[src/rtl/filt_pkg.sv]
// Shared fixed-point definitions for the FIR filter datapath stages.
// Defaults describe the standard Q5.20 sample, 8-tap section.
package filt_pkg;

    localparam int FILT_H    = 5;
    localparam int FILT_W    = 20;
    localparam int FILT_TAPS = 8;
    localparam int FILT_G    = $clog2(FILT_TAPS);
    localparam int FILT_DW   = FILT_H + FILT_W;
    localparam int FILT_AW   = FILT_DW + FILT_G;

    localparam logic signed [FILT_DW-1:0] FX_MAX = {1'b0, {(FILT_DW-1){1'b1}}};
    localparam logic signed [FILT_DW-1:0] FX_MIN = {1'b1, {(FILT_DW-1){1'b0}}};

    typedef logic signed [FILT_AW-1:0] acc_t;

    function automatic acc_t sext_acc(input logic signed [FILT_DW-1:0] d);
        return acc_t'(d);
    endfunction

endpackage

[src/rtl/sat_clip.sv]
// Combinational saturating narrowing of a guard-extended sum.
// Shared by the filter stages that reduce accumulator width.
module sat_clip #(
    parameter int DW = 25,
    parameter int AW = 28
) (
    input  logic [AW-1:0] sum_i,
    output logic [DW-1:0] data_o,
    output logic          ovf_o
);

    logic [AW-DW:0] hi;

    // In range only when the guard bits all copy the output sign bit.
    assign hi    = sum_i[AW-1:DW-1];
    assign ovf_o = !((&hi) || (~|hi));

    always_comb begin
        data_o = sum_i[DW-1:0];
        if (ovf_o)
            data_o = {sum_i[AW-1], {(DW-1){~sum_i[AW-1]}}};
    end

endmodule

[src/rtl/accumulate_sat_log.sv]
// Frame accumulator: sums tap_num enabled products, emits one clipped sample.
// Define ACCUM_SAT_EN for saturation/ovf_o; otherwise the output wraps.
module accumulate_sat_log
    import filt_pkg::*;
#(
    parameter int width_H = FILT_H,
    parameter int width_W = FILT_W,
    parameter int tap_num = FILT_TAPS
) (
    input  logic                       clk,
    input  logic                       rst_n,
    input  logic                       sync_i,
    input  logic                       data_i_en,
    input  logic [width_H+width_W-1:0] data_i,
    output logic                       data_o_en,
    output logic [width_H+width_W-1:0] data_o,
    output logic                       ovf_o
);

    localparam int width_G = $clog2(tap_num);
    localparam int DW      = width_H + width_W;
    localparam int AW      = DW + width_G;
    localparam int CW      = width_G;

    logic [CW-1:0]        cnt_q, cnt_d;
    logic signed [AW-1:0] acc_q, acc_d;
    logic                 en_q, en_d;
    logic [DW-1:0]        dat_q, dat_d;
    logic                 ovf_q, ovf_d;

    logic signed [AW-1:0] din_x;
    logic signed [AW-1:0] sum;
    logic                 last;
    logic [DW-1:0]        clip_data;
    logic                 clip_ovf;

    assign din_x = AW'($signed(data_i));
    assign sum   = acc_q + din_x;
    assign last  = data_i_en && !sync_i && (cnt_q == CW'(tap_num - 1));

`ifdef ACCUM_SAT_EN
    sat_clip #(
        .DW(DW),
        .AW(AW)
    ) u_clip (
        .sum_i (sum),
        .data_o(clip_data),
        .ovf_o (clip_ovf)
    );
`else
    assign clip_data = sum[DW-1:0];
    assign clip_ovf  = 1'b0;
`endif

    always_comb begin
        cnt_d = cnt_q;
        acc_d = acc_q;
        en_d  = 1'b0;
        dat_d = dat_q;
        ovf_d = 1'b0;
        if (sync_i) begin
            cnt_d = '0;
            if (data_i_en) begin
                acc_d = din_x;
                cnt_d = CW'(1);
            end
        end else if (data_i_en) begin
            acc_d = (cnt_q == '0) ? din_x : sum;
            cnt_d = cnt_q + CW'(1);
            if (last) begin
                cnt_d = '0;
                en_d  = 1'b1;
                dat_d = clip_data;
                ovf_d = clip_ovf;
            end
        end
    end

    always_ff @(posedge clk or negedge rst_n) begin
        if (!rst_n) begin
            cnt_q <= '0;
            acc_q <= '0;
            en_q  <= 1'b0;
            dat_q <= '0;
            ovf_q <= 1'b0;
        end else begin
            cnt_q <= cnt_d;
            acc_q <= acc_d;
            en_q  <= en_d;
            dat_q <= dat_d;
            ovf_q <= ovf_d;
        end
    end

    assign data_o_en = en_q;
    assign data_o    = dat_q;
    assign ovf_o     = ovf_q;

endmodule

[config.mk]
export PLATFORM = sky130hd
export DESIGN_NAME = accumulate_sat_log
export DESIGN_NICKNAME = d
export VERILOG_FILES = /design/src/rtl/filt_pkg.sv /design/src/rtl/sat_clip.sv /design/src/rtl/accumulate_sat_log.sv
export SDC_FILE = /design/constraint.sdc
export NUM_CORES = 1
export LEC_CHECK = 0
export ABC_AREA = 1
export CORE_MARGIN = 1.5
export CORE_UTILIZATION = 53
export DETAILED_ROUTE_END_ITERATION = 10
export PLACE_DENSITY = 0.77
export SLEW_MARGIN = 10
export SYNTH_ARGS = -nofsm -noshare
export SYNTH_HDL_FRONTEND = slang
export SYNTH_SLANG_ARGS = --single-unit
[constraint.sdc]
create_clock -name clk -period 4.02 [get_ports clk]
set_clock_uncertainty 0.15 [all_clocks]
set_input_delay 0.804 -clock clk [delete_from_list [all_inputs] [get_ports clk]]
set_output_delay 0.804 -clock clk [all_outputs]
set_load 0.01 [all_outputs]
==> flow_metrics.py <==
metrics = {
    "sta": {
        "timing.final.crit_share_pct": 69.8,
        "max_freq_mhz": 356,
        "relSlewSlack_pct": 62.3,
        "setup_tns_ns": 0,
        "rsz0062_at_grt": "no",
        "finalHoldViolations": 0,
        "whs_ns": 0.316,
        "slew_violations": 0,
        "setup_viol": 0,
        "period_needed_ns": 2.81,
        "worst_pin_slew_ns": 0.564,
    },
    "layout": {
        "drive_above_1_share_pct": 5.55,
        "final_nets": 778,
        "nFillCells": 738,
        "instances_no_fill": 823,
        "post-route-util_pct": 64.3,
        "num_antenna_cells": 0,
        "area_growth_pct": 17.2,
    },
    "placed_design": {
        "place.gp.congestion": 0.933,
        "hpwl_um": 8660,
        "port_buffers": 54,
        "placed_cells": 816,
    },
    "worst_setup_path": {
        "crit_type": "input port to flop",
        "crit_chain": "clkdlybuf4s50_1 -> ha_1 -> fa_1 -> nand2_1 -> nand2_1 -> nand3_1 -> nand2_2 -> xnor2_1 -> nand2_1 -> nand2_1 -> o21ai_1",
        "cp_slowest_cell": "clkdlybuf4s50_1",
        "arrival_ns": 2.86,
        "crit_top_cell": "nand2_1",
        "cpPeakStageDelay_ns": 0.44,
        "critical_path.startpoint_type": "input port",
        "crit_path_end_kind": "flop",
        "cp_top_family": "adder cells",
        "critical_path_required_ns": 4.08,
        "cp_num_buf_inv": 1,
        "crit_fanout": 4,
    },
    "floorplan": {
        "start_util_pct": 54.9,
        "design.core.area_sq_mm": 0.00773,
        "die_w_um": 92.5,
        "rows": 32,
        "fp.dieH_um": 92.5,
        "ios": 56,
        "die-area_sq_mm": 0.00855,
    },
    "grt": {
        "grtUsageTotal_pct": 27.5,
        "antenna_found_initial": 0,
        "grt_pass1_vias": 3970,
        "grt_first_pass_wirelength_um": 18700,
        "grt-ovfl-total": 0,
        "grt_max_degree": 38,
    },
    "cts": {
        "insertion_delay_ns": 0.31,
        "cts-htree-levels": 2,
        "path_clk_slew_ns": 0.10,
        "cts_sinks": 54,
        "cts_buffer_depth": 2,
        "cts_root_buf": "clkbuf_8",
        "cts_hold_repair.buffers": 0,
        "cts_tree": "yes",
        "numCtsBuffers": 5,
        "cts_setup_buffers": 0,
        "post_cts_resized": 0,
    },
    "routing": {
        "viasPerCell": 5.14,
        "drt-initial-drc-count": 273,
        "remaining_drc_errors": 0,
        "avgRoutedWirePerCell_um": 13.4,
        "drt-total-wl_um": 11100,
        "antenna_left": 0,
        "vias": 4229,
        "drt_pre_antenna_iters": 5,
    },
    "synthesis": {
        "netlist_area_sq_mm": 0.00424,
        "netlist_instances": 669,
        "ys_seq_area_share_pct": 31.9,
        "synthFlopType": "dfrtp_1",
        "yosysWarnings": 0,
        "syn_area_per_cell_sq_um": 6.34,
        "yosys.cell_types.count": 33,
        "synth_seq_cells": 54,
        "synthArstFlopShare_pct": 100,
        "synth_nets": 726,
        "synth_enable_flop_cells": 0,
    },
    "power": {
        "p_leak_nw": 2.76,
        "power_density_mw_per_mm2": 403,
        "irDropWorstVdd_mv": 0.176,
        "total_power_mw": 2.00,
    },
    "min_path": {
        "min_path_type": "input port to asynchronous set/reset pin",
    },
    "run_status": {
        "outcome": "finished, final reports clean",
    },
    "run": {
        "maxCapViolations": 0,
    },
}
-- stage by stage --
step | cell area (sq um) | setup WS [ns]
after CTS | 4970 | 1.25
after global placement | 4860 | 0.965
after global routing | 4970 | 1.09
after floorplan | 4240 | 1.62
final | 4970 | 1.21
after detailed placement | 4860 | 0.923
-- state kept, by name, indices dropped and copies added (netlist names) --
| signal | count |
|---|---|
| data_o_en | 1 |
| acc_q | 25 |
| data_o | 25 |
| cnt_q | 3 |
-- cells in the mapped netlist (5+ instances only) --
cell type	count	share of area [%]
nand2_1	279	25
inv_1	99	8.8
dfrtp_1	54	32
nor2_1	52	4.6
nand3_1	40	4.7
ha_1	27	8.0
a21oi_1	24	2.8
o21ai_1	11	1.3
nand2_2	10	1.5
nor2_2	9	1.3
o21ai_0	9	1.1
xnor2_1	8	1.7
buf_2	7	0.83
nand4_1	6	0.89
o21a_1	5	0.89
-- routing by layer --
| layer | global-route usage [%] | part of all wire (%) |
|---|---|---|
| met3 | 4.19 | 5.1 |
| met1 | 38.5 | 49 |
| met5 | 0 | 0 |
| met2 | 43.9 | 44 |
| met4 | 7.95 | 1.9 |
-- logic make-up (layout without fill, tap and decap cells) --
| logic type | count (synthesis) | after routing | share of synthesized area (%) |
|---|---|---|---|
| AO/OA/AOI/OAI | 53 | 53 | 6.78 |
| XOR/XNOR | 10 | 10 | 2.07 |
| adder cells (fa/ha/maj) | 28 | 28 | 8.44 |
| buffers and inverters | 117 | 169 | 11.2 |
| flip-flops | 54 | 54 | 31.9 |
| other | 1 | 1 | 0.0884 |
| AND/OR/NAND/NOR | 406 | 406 | 39.6 |
-- worst reg2reg max path, delay by kind of cell, from the launching register on --
kind,cells,cell delay [ns]
xor+xnor,1,0.35
fa+ha+maj,2,0.66
flops,1,0.40
compound gates,1,0.06
simple gates,6,0.53
-- cells in the final DEF, fill, tap and decap left out --
cell type and count:
nor2_4 2, xnor2_1 8, nor2_2 9, and2_1 1, nand3b_1 2, or2_1 1, bufinv_16 1, o21ai_1 11
nand3_2 2, nand2_2 10, fa_1 1, o21a_1 5, o211ai_1 3, conb_1 1, xor2_1 2, dfrtp_1 54
clkdlybuf4s50_1 53, a21oi_1 24, nor3_1 2, inv_1 99, inv_2 3, nor2_1 52, o21ai_0 9, nand4_1 6
ha_1 27, nand2_1 279, buf_4 6, buf_2 1, nand3_1 40, clkbuf_8 6, a21o_1 1
-- path summary, 6_finish.rpt --
kind                                          to  depth (start not counted)                   from  slack [ns]
hold / removal              cnt_q[2]$_DFFE_PN0P_                          1                  rst_n        0.32
max in group asynchronous  acc_q[24]$_DFFE_PN0P_                          2                  rst_n        2.56
min in group clk           data_o[0]$_DFFE_PN0P_                          2  data_o[0]$_DFFE_PN0P_        0.33
hold reg to reg            data_o[0]$_DFFE_PN0P_                          2  data_o[0]$_DFFE_PN0P_        0.33
setup reg to reg            acc_q[8]$_DFFE_PN0P_                         10   acc_q[0]$_DFFE_PN0P_        1.78
setup / recovery            acc_q[8]$_DFFE_PN0P_                         11              data_i[0]        1.21
-- cell type report --
cell class / instances / area [sq um] / share of cell area [%]
Inverter: 102 / 383 / 7.70
Sequential cell: 54 / 1350 / 27.2
Tap cell: 102 / 128 / 2.57
Timing Repair Buffer: 60 / 581 / 11.7
Clock inverter: 1 / 30.0 / 0.604
Multi-Input combinational cell: 498 / 2420 / 48.6
Clock buffer: 6 / 82.6 / 1.66
-- power breakdown --
group          total, mW  internal, mW  switching [mW]
logic              0.946         0.359           0.587
clock network      0.385         0.200           0.185
registers          0.671         0.623          0.0487
No activity file was read; power rests on OpenSTA's default activity.
